File: src/rtl/blk_uart_pkg.sv
// Shared encodings for the framed UART transmit path: FSM states, frame field
// selects, default start-of-frame byte and the checksum accumulate helper.
package blk_uart_pkg;

  typedef enum logic [1:0] {
    s_IDLE = 2'd0,
    s_SEND = 2'd1,
    s_WAIT = 2'd2,
    s_FIN  = 2'd3
  } state_e;

  typedef enum logic [1:0] {
    F_SOF = 2'd0,
    F_LEN = 2'd1,
    F_PAY = 2'd2,
    F_CHK = 2'd3
  } field_e;

  localparam logic [7:0] SOF_DEFAULT = 8'hAA;

  // Modulo-256 checksum step; the 8-bit result drops the carry.
  function automatic logic [7:0] chk_add(input logic [7:0] acc, input logic [7:0] b);
    return acc + b;
  endfunction

endpackage

File: src/rtl/blk_frame_tx_buf.sv
// Payload buffer for blk_frame_tx: register file with a synchronous write port,
// combinational indexed read, and the buffered-byte count / full flag.
module blk_frame_tx_buf #(
  parameter int MAX_LEN = 16,
  parameter int CW      = 5
) (
  input  logic          clk,
  input  logic          reset,
  input  logic          wr_en_i,
  input  logic [7:0]    wr_data_i,
  input  logic          clr_i,
  input  logic [CW-1:0] rd_idx_i,
  output logic [7:0]    rd_data_o,
  output logic [CW-1:0] count_o,
  output logic          full_o
);

  // Sized to the full count range so any index value selects a real entry.
  localparam int DEPTH = 1 << CW;

  logic [7:0]    mem_q [DEPTH];
  logic [CW-1:0] count_q;
  logic [CW-1:0] count_d;
  logic          full_s;
  logic          wr_ok_s;

  // Full flag, write qualification and next count.
  always_comb begin
    full_s  = (count_q == CW'(MAX_LEN));
    wr_ok_s = wr_en_i && !full_s;
    count_d = count_q;
    if (clr_i) begin
      count_d = {CW{1'b0}};
    end else if (wr_ok_s) begin
      count_d = count_q + CW'(1);
    end else begin
      count_d = count_q;
    end
  end

  // Count register.
  always_ff @(posedge clk or negedge reset) begin
    if (!reset) begin
      count_q <= {CW{1'b0}};
    end else begin
      count_q <= count_d;
    end
  end

  // Payload storage; contents are don't-care after reset.
  always_ff @(posedge clk) begin
    if (wr_ok_s) begin
      mem_q[count_q] <= wr_data_i;
    end
  end

  assign rd_data_o = mem_q[rd_idx_i];
  assign count_o   = count_q;
  assign full_o    = full_s;

endmodule

File: src/rtl/blk_frame_tx.sv
// Framed transmit sequencer: emits SOF, LEN, payload and CHK one byte at a time
// over the uart_tx byte handshake, using the buffered payload.
module blk_frame_tx
  import blk_uart_pkg::*;
#(
  parameter int         MAX_LEN = 16,
  parameter logic [7:0] SOF     = SOF_DEFAULT,
  parameter int         CW      = 5
) (
  input  logic          clk,
  input  logic          reset,
  input  logic          i_wr_en,
  input  logic [7:0]    i_wr_data,
  input  logic          i_start,
  input  logic          i_tx_done,
  output logic          o_tx_dv,
  output logic [7:0]    o_tx_byte,
  output logic          o_busy,
  output logic          o_done,
  output logic          o_wr_full,
  output logic [CW-1:0] o_count
);

  state_e        state_q;
  field_e        field_q;
  logic [CW-1:0] idx_q;
  logic [CW-1:0] len_q;
  logic [7:0]    chk_q;
  logic          tx_dv_q;
  logic [7:0]    tx_byte_q;
  logic          busy_q;
  logic          done_q;

  logic          wr_en_s;
  logic          clr_s;
  logic [CW-1:0] idx_nxt_s;
  logic [CW-1:0] rd_idx_s;
  logic [7:0]    rd_data_s;
  field_e        nxt_field_s;
  logic [7:0]    nxt_byte_s;
  logic [7:0]    nxt_chk_s;
  logic [CW-1:0] nxt_idx_s;

  blk_frame_tx_buf #(
    .MAX_LEN (MAX_LEN),
    .CW      (CW)
  ) u_buf (
    .clk       (clk),
    .reset     (reset),
    .wr_en_i   (wr_en_s),
    .wr_data_i (i_wr_data),
    .clr_i     (clr_s),
    .rd_idx_i  (rd_idx_s),
    .rd_data_o (rd_data_s),
    .count_o   (o_count),
    .full_o    (o_wr_full)
  );

  // Buffer control and the field/byte/checksum that follow the current byte.
  // Start wins over a same-cycle write, so the write is masked by i_start.
  always_comb begin
    wr_en_s     = i_wr_en && (state_q == s_IDLE) && !i_start;
    clr_s       = (state_q == s_FIN);
    idx_nxt_s   = idx_q + CW'(1);
    rd_idx_s    = (field_q == F_PAY) ? idx_nxt_s : {CW{1'b0}};
    nxt_field_s = F_CHK;
    nxt_byte_s  = chk_q;
    nxt_chk_s   = chk_q;
    nxt_idx_s   = idx_q;
    case (field_q)
      F_SOF: begin
        nxt_field_s = F_LEN;
        nxt_byte_s  = 8'(len_q);
        nxt_chk_s   = chk_add(chk_q, 8'(len_q));
      end
      F_LEN: begin
        if (len_q != {CW{1'b0}}) begin
          nxt_field_s = F_PAY;
          nxt_byte_s  = rd_data_s;
          nxt_chk_s   = chk_add(chk_q, rd_data_s);
        end else begin
          nxt_field_s = F_CHK;
          nxt_byte_s  = chk_q;
        end
      end
      F_PAY: begin
        nxt_idx_s = idx_nxt_s;
        if (idx_nxt_s < len_q) begin
          nxt_field_s = F_PAY;
          nxt_byte_s  = rd_data_s;
          nxt_chk_s   = chk_add(chk_q, rd_data_s);
        end else begin
          nxt_field_s = F_CHK;
          nxt_byte_s  = chk_q;
        end
      end
      F_CHK: begin
        nxt_field_s = F_CHK;
      end
      default: begin
        nxt_field_s = F_CHK;
      end
    endcase
  end

  // Frame FSM; the strobe and byte are registered on entry to SEND so they
  // appear the cycle after start or i_tx_done.
  always_ff @(posedge clk or negedge reset) begin
    if (!reset) begin
      state_q   <= s_IDLE;
      field_q   <= F_SOF;
      idx_q     <= {CW{1'b0}};
      len_q     <= {CW{1'b0}};
      chk_q     <= 8'h00;
      tx_dv_q   <= 1'b0;
      tx_byte_q <= 8'h00;
      busy_q    <= 1'b0;
      done_q    <= 1'b0;
    end else begin
      case (state_q)
        s_IDLE: begin
          done_q <= 1'b0;
          if (i_start) begin
            state_q   <= s_SEND;
            field_q   <= F_SOF;
            idx_q     <= {CW{1'b0}};
            len_q     <= o_count;
            chk_q     <= 8'h00;
            tx_dv_q   <= 1'b1;
            tx_byte_q <= SOF;
            busy_q    <= 1'b1;
          end else begin
            tx_dv_q <= 1'b0;
          end
        end
        s_SEND: begin
          tx_dv_q <= 1'b0;
          state_q <= s_WAIT;
        end
        s_WAIT: begin
          if (i_tx_done) begin
            if (field_q == F_CHK) begin
              state_q <= s_FIN;
              done_q  <= 1'b1;
              busy_q  <= 1'b0;
            end else begin
              state_q   <= s_SEND;
              field_q   <= nxt_field_s;
              tx_byte_q <= nxt_byte_s;
              chk_q     <= nxt_chk_s;
              idx_q     <= nxt_idx_s;
              tx_dv_q   <= 1'b1;
            end
          end
        end
        s_FIN: begin
          done_q  <= 1'b0;
          state_q <= s_IDLE;
        end
        default: begin
          state_q <= s_IDLE;
          tx_dv_q <= 1'b0;
          busy_q  <= 1'b0;
          done_q  <= 1'b0;
        end
      endcase
    end
  end

  assign o_tx_dv   = tx_dv_q;
  assign o_tx_byte = tx_byte_q;
  assign o_busy    = busy_q;
  assign o_done    = done_q;

endmodule

File: config.mk
export PLATFORM = sky130hd
export DESIGN_NAME = blk_frame_tx
export DESIGN_NICKNAME = d
export VERILOG_FILES = /design/src/rtl/blk_uart_pkg.sv /design/src/rtl/blk_frame_tx_buf.sv /design/src/rtl/blk_frame_tx.sv
export SDC_FILE = /design/constraint.sdc
export NUM_CORES = 1
export LEC_CHECK = 0
export ABC_AREA = 1
export BUFFER_PORTS_ARGS = -buffer_cell sky130_fd_sc_hd__buf_4
export CORE_ASPECT_RATIO = 0.6
export CORE_MARGIN = 5
export CORE_UTILIZATION = 62
export CTS_CLUSTER_SIZE = 28
export DETAILED_ROUTE_END_ITERATION = 8
export PLACE_DENSITY = 0.79
export SYNTH_ARGS = -nofsm -noshare
export SYNTH_HDL_FRONTEND = slang
export SYNTH_SLANG_ARGS = --single-unit
File: constraint.sdc
create_clock -name clk -period 4.1 [get_ports clk]
set_input_delay 0.615 -clock clk [delete_from_list [all_inputs] [get_ports clk]]
set_output_delay 0.615 -clock clk [all_outputs]
set_load 0.005 [all_outputs]
== After elaboration in Yosys (flattened, before gate mapping) ==
Memory sizes are Yosys's and may differ from the RTL's.
Index checks and enable logic that the tools add are counted.

* Register bits after elaboration: 38
* Bits in writable memories: 256
* Bits of input ports: 13
* Output and inout bits: 17
* Logic and storage cells: 98
* Memories: 1

{| class="wikitable"
|+ Memories
! name !! words !! width !! read ports !! clocked after memory_dff !! wr ports !! line !! source
|-
| u_buf.mem_q || 32 || 8 || 1 || 0 || 1 || blk_frame_tx_buf.sv:21 || <nowiki>logic [7:0] mem_q [DEPTH];</nowiki>
|}

* Add/subtract/negate cells: 4
* Order comparisons: 1
* Eq/ne operators: 15
* Muxes and demuxes: 46
* Reductions and logical operators: 21

{| class="wikitable"
|+ Operator list
! cell !! count
|-
| $mux 8 || 10
|-
| $pmux 8 s3 || 2
|-
| $mux 5 || 7
|-
| $pmux 8 s2 || 2
|-
| $mux 1 || 12
|-
| $mux 2 || 6
|-
| $add 5x1->5 const B || 2
|-
| $ne 2x2->1 const B || 5
|-
| $pmux 5 s2 || 1
|-
| $add 8x5->8 || 1
|-
| $add 8x8->8 || 1
|-
| $eq 2x2->1 const B || 4
|-
| $pmux 2 s4 || 1
|-
| $reduce_and 4->1 || 2
|-
| $reduce_and 7->1 || 1
|-
| $ne 3x3->1 const B || 2
|-
| $pmux 2 s3 || 1
|-
| $reduce_and 3->1 || 2
|-
| $reduce_bool 2->1 || 3
|-
| $eq 5x5->1 const B || 1
|-
| $lt 5x5->1 || 1
|-
| $reduce_and 5->1 || 1
|-
| $reduce_bool 5->1 || 1
|-
| $eq 2x1->1 const B || 2
|-
| 10 further kinds || 16
|}

== Logic depth before layout (Yosys ltp) ==
An unclocked memory read counts as a cell.

* Depth after elaboration: 9
* Depth in mapped cells: 22
* Mapped depth without buffers: 21

== By module ==
From an unflattened synthesis, not the netlist that was laid out.

* Cells, all modules: 1,277
* Area, all modules: 13,386.6 µm²

{| class="wikitable"
|+ Modules (own cells, without submodules)
! module !! instances !! cells each !! area each (µm²)
|-
| blk_frame_tx_buf || 1 || 951 || 10,955.5
|-
| blk_frame_tx || 1 || 326 || 2,431.1
|}

== Worst setup path before layout ==
No wires, ideal clock.

* Kind: reg-to-reg
* Start point: register idx_q[0]
* End point: register chk_q[6]
* Setup time: 0.128 ns
* Data arrival time: 3.022 ns
* Data required time: 3.972 ns
* Slack: 0.951 ns
* Cell stages (with the launch flop): 20
* Buffers on the path: 2
* Clock period less this slack: 3.149 ns
* Cell sequence: dfrtp_1 > ha_1 > nand2_1 > clkbuf_1 > clkbuf_1 > nand3_1 > nand3_1 > nand3_1 > nand3_1 > nand2_1 > nand2_1 > o21ai_1 > ha_1 > a21oi_1 > o21ai_0 > nand2_1 > nand2_1 > a21oi_1 > xor2_1 > o22ai_1

* Longest elaborated chain between the ends: 9

{| class="wikitable"
|+ RTL lines
! what !! line !! source
|-
| start, declared || blk_frame_tx.sv:26 || <nowiki>logic [CW-1:0] idx_q;</nowiki>
|-
| start signal, assigned || blk_frame_tx.sv:112 || <nowiki>idx_q <= {CW{1'b0}};</nowiki>
|-
| start signal, assigned || blk_frame_tx.sv:126 || <nowiki>idx_q <= {CW{1'b0}};</nowiki>
|-
| start signal, assigned || blk_frame_tx.sv:151 || <nowiki>idx_q <= nxt_idx_s;</nowiki>
|-
| $add 5x1->5 * || blk_frame_tx.sv:64 || <nowiki>idx_nxt_s = idx_q + CW'(1);</nowiki>
|-
| $mux 5 || blk_frame_tx.sv:65 || <nowiki>rd_idx_s = (field_q == F_PAY) ? idx_nxt_s : {CW{1'b0}};</nowiki>
|-
| $mem_v2 32x8 || n/a ||
|-
| $add 8x8->8 || blk_uart_pkg.sv:23 || <nowiki>return acc + b;</nowiki>
|-
| $mux 8 (on tied branches) || blk_frame_tx.sv:88, blk_frame_tx.sv:77 ||
|-
| $pmux 8 s3 || blk_frame_tx.sv:70 || <nowiki>case (field_q)</nowiki>
|-
| $mux 8 || blk_frame_tx.sv:142 || <nowiki>if (field_q == F_CHK) begin</nowiki>
|-
| $mux 8 || blk_frame_tx.sv:141 || <nowiki>if (i_tx_done) begin</nowiki>
|-
| $pmux 8 s2 || blk_frame_tx.sv:120 || <nowiki>case (state_q)</nowiki>
|-
| end signal, assigned || blk_frame_tx.sv:150 || <nowiki>chk_q <= nxt_chk_s;</nowiki>
|-
| end, declared || blk_frame_tx.sv:28 || <nowiki>logic [7:0] chk_q;</nowiki>
|}

Every way passes the cells marked *; elsewhere a longest branch is shown, timed or not. The select of a mux whose other input is x is not followed.
A chain may end at the register's enable or synchronous reset.

== Worst setup path after layout ==
* Start point: register field_q[0]
* End point: register chk_q[6]

* Longest elaborated chain between the ends: 9

{| class="wikitable"
|+ RTL lines
! what !! line !! source
|-
| start, declared || blk_frame_tx.sv:25 || <nowiki>field_e field_q;</nowiki>
|-
| start signal, assigned || blk_frame_tx.sv:148 || <nowiki>field_q <= nxt_field_s;</nowiki>
|-
| $eq 2x2->1 || blk_frame_tx.sv:65, blk_frame_tx.sv:70 ||
|-
| $mux 5 || blk_frame_tx.sv:65 ||
|-
| $mem_v2 32x8 || n/a ||
|-
| $add 8x8->8 || blk_uart_pkg.sv:23 ||
|-
| $mux 8 (on tied branches) || blk_frame_tx.sv:88, blk_frame_tx.sv:77 ||
|-
| $pmux 8 s3 || blk_frame_tx.sv:70 ||
|-
| $mux 8 || blk_frame_tx.sv:142 ||
|-
| $mux 8 || blk_frame_tx.sv:141 ||
|-
| $pmux 8 s2 || blk_frame_tx.sv:120 ||
|}

Several ways; a longest one is shown, not always the timed one. The select of a mux whose other input is x is not followed.

==> metrics.md <==
| Metric | Value |
|---|---|
| Asr flop ratio synth | `12.9%` |
| Max clock buf depth | `3` |
| IO buf count | `29` |
| Yosys warns | `0` |
| Synth unique cells | `35` |
| CTS resizes | `0` |
| Total Wirelength | `approximately 33000 µm` |
| Least-Margin Pin Slew | `1.32 ns` |
| FF-to-FF path depth | `20` |
| Leakage | `around 0.0055 µW` |
| Core Region | `0.0201 mm²` |
| Tmin final | `3.72 ns` |
| Layout cells sized above 1 | `between 8 and 9%` |
| Grt ovf | `0` |
| Pre-CTS setup slack | `approximately 0.44 ns` |
| Post-CTS Setup Inserts | `0` |
| WP data arrival | `4.14 ns` |
| Synth-to-layout area growth | `11.2%` |
| Chip height | `~120 µm` |
| VDD IR-drop max | `0.384 mV` |
| Fin. Hold Viols | `0` |
| Reg2reg start | `field_q[0]` |
| Routed length per placed instance | `21.9 µm` |
| Drt pass-1 iters | `5` |
| CP startpoint kind | `flop` |
| Post-DR vias/cell | `6.19` |
| Avg Inst Size Synth | `around 11 µm²` |
| Cts bufs inserted | `26` |
| Mapped Area | `0.0128 mm²` |
| EDFF count, synth | `256` |
| # setup viols final | `0` |
| Post-route antenna net violation count | `0` |
| Ys flop type | `edfxtp_1` |
| Root Driver | `clkbuf_16` |
| Crit-path max FO | `58` |
| Vias in the first global route | `~8600` |
| Tcrit/Tclk final | `90.7%` |
| Number of vias in the routed layout | `9282` |
| Dpl cells | `1453` |
| Initial antenna violation count | `0` |
| RSZ-0062 raised after global routing | `no` |
| Pwr per Cell Area | `between 500 and 600 mW/mm²` |
| Gp weighted congestion | `0.915` |
| Final TNS setup | `0 ns` |
| Status | `complete, no violations` |
| Fin cells | `1500` |
| Largest net degree at the start of global routing | `59` |
| 1st-iter DRT viols | `1277` |
| CP Data Required Time | `4.51 ns` |
| CTS tree | `yes` |
| Fin Clk Skew | `about 0.015 ns` |
| Synth Register Bits | `294` |
| Top cells by area, synth | `edfxtp_1 (60%), nand2_1 (9.8%), nand3_1 (8.1%), dfrtp_1 (7.4%), a21oi_1 (2.6%)` |
| Cell Rows | `40` |
| Antenna diodes | `0` |
| MaxCap Viol Count | `0` |
| Seq/Total Area, Yosys | `just under 70%` |
| Worst hold-check path type | `primary input to asynchronous set/reset pin` |
| Worst-path clk slew | `0.07 ns` |
| Hold_buf cts | `0` |
| R2r endpoint | `chk_q[6]` |
| Max-slew violation count | `0` |
| Nets | `1246` |
| Post-DP HPWL | `20900 µm` |
| Worst skew pair latency | `between 0.5 and 0.6 ns` |
| H-Tree Depth | `1` |
| CP Class | `flop to flop` |
| Relative slew slack | `11.1%` |
| Final WS setup | `0.379 ns` |
| Crit end category | `flop` |
| First-pass GRT wire length | `50300 µm` |
| Post-Synthesis Cells | `about 1200` |
| Fmax | `0.269 GHz` |
| Die area | `0.0237 mm²` |
| Starting Density | `63.5%` |
| Reg2reg setup slack | `0.38 ns` |
| Residual DRC count | `0` |
| GR Util All Layers | `between 20 and 30%` |
| Share of the synthesized area in the top cell type | `about 60%` |
| I/O Pins | `30` |
| Synth area leader | `edfxtp_1` |
| CTS Sinks | `294` |
| Die W | `195 µm` |
[worst max-delay path by stage]
stage                           from  endpoint  slack (ns)  cells after the start
after global routing      field_q[0]  chk_q[6]        0.04                     20
after CTS                 field_q[0]  chk_q[6]        0.44                     20
final                     field_q[0]  chk_q[6]        0.38                     20
after global placement    field_q[0]  chk_q[6]        0.54                     20
after detailed placement  field_q[0]  chk_q[6]        0.44                     20
after floorplan             idx_q[0]  chk_q[6]        0.95                     19
[metrics by stage]
| step | utilization, % | power, µW | hold slack (ns) | cell area [µm²] |
|---|---|---|---|---|
| 3_5_place_dp | 66.3 | 5660 | 0.471 | 13300 |
| 2_1_floorplan | - | 4900 | 0.319 | 12800 |
| 5_1_grt | 70.6 | 8570 | 0.0749 | 14200 |
| 3_3_place_gp | 66.3 | 5590 | 0.467 | 13300 |
| 4_1_cts | 70.6 | 8160 | 0.0536 | 14200 |
| 6_report | 70.6 | 8220 | 0.0388 | 14200 |
[state kept, by name, indices dropped and copies added, names as in the netlist]
| register | count |
|---|---|
| field_q | 2 |
| u_buf.mem_q | 256 |
| len_q | 5 |
| o_tx_byte | 8 |
| state_q | 2 |
| o_busy | 1 |
| chk_q | 8 |
| idx_q | 5 |
| u_buf.count_o | 5 |
| o_tx_dv | 1 |
| o_done | 1 |
[final cells by class]
cell class | count | area [µm²]
Multi-Input combinational cell | 767 | 3660
Inverter | 66 | 248
Clock inverter | 8 | 113
Tap cell | 273 | 342
Timing Repair Buffer | 53 | 448
Sequential cell | 294 | 8640
Fill cell | 1381 | 5910
Clock buffer | 39 | 761
[worst max-delay path: stages, from the launching register on]
cell and delay, ns:
dfrtp_1 0.39, inv_1 0.09, ha_1 0.22, buf_4 0.22, nand2_4 0.18, buf_12 0.28, nand2_1 0.09, nand3_1 0.09
nand3_1 0.07, nand3_1 0.10, nand3_1 0.11, a31oi_1 0.31, ha_1 0.23, inv_1 0.07, fa_1 0.42, o21ai_0 0.29
nand2_1 0.09, nand2_1 0.07, a21oi_1 0.07, xor2_1 0.13, o22ai_1 0.09
[layout by cell type (no fill, tap or decap), drive strengths merged, types with 2 or more instances in the layout]
cell type    n
nand2      336
edfxtp     256
nand3      208
a21oi       67
inv         66
buf         53
nor2        49
clkbuf      39
dfrtp       38
o21ai       35
ha          24
o22ai       10
conb         8
nor3         6
clkinv       5
xor2         4
a31oi        3
a32oi        3
bufinv       3
nand4        2
o21a         2
o211ai       2
xnor2        2
[power breakdown]
part / internal (µW) / switching [µW] / total (µW)
clock network: 1470 / 1060 / 2530
logic: 651 / 1500 / 2150
registers: 3400 / 133 / 3540
[cell families (layout without fill, tap and decap cells)]
group           count (synthesis)  count (layout)  synth area share [%]
simple gates                  603             603                  20.1
flops                         294             294                  67.6
compound gates                125             125                  5.27
buf+inv                       121             166                  4.05
fa+ha+maj                      25              25                  2.51
xor+xnor                        6               6                 0.411
other cells                     1               8                0.0294
[cell usage after synthesis, types with 2 or more instances]
cell / number
nand2_1: 334
xor2_1: 4
buf_6: 2
a21oi_1: 67
nor2_4: 2
nor2_1: 47
o21a_1: 2
a31oi_1: 3
o21ai_1: 5
dfrtp_1: 38
inv_2: 6
edfxtp_1: 256
a32oi_1: 3
nor3_1: 6
nand2_2: 2
xnor2_1: 2
o22ai_1: 10
buf_1: 4
nand4_1: 2
o211ai_1: 2
buf_2: 23
clkbuf_1: 21
buf_4: 5
ha_1: 24
o21ai_0: 30
nand3_1: 207
inv_1: 60
[routing by layer]
metal / up-vias / share of wire, % / GRT usage (%)
li1: 4151 / - / -
met1: 4468 / 42 / 43.0
met2: 617 / 42 / 38.4
met3: 46 / 14 / 8.82
met4: 0 / 1.8 / 5.58
met5: - / 0 / 0
No activity file was read; power rests on OpenSTA's default activity.
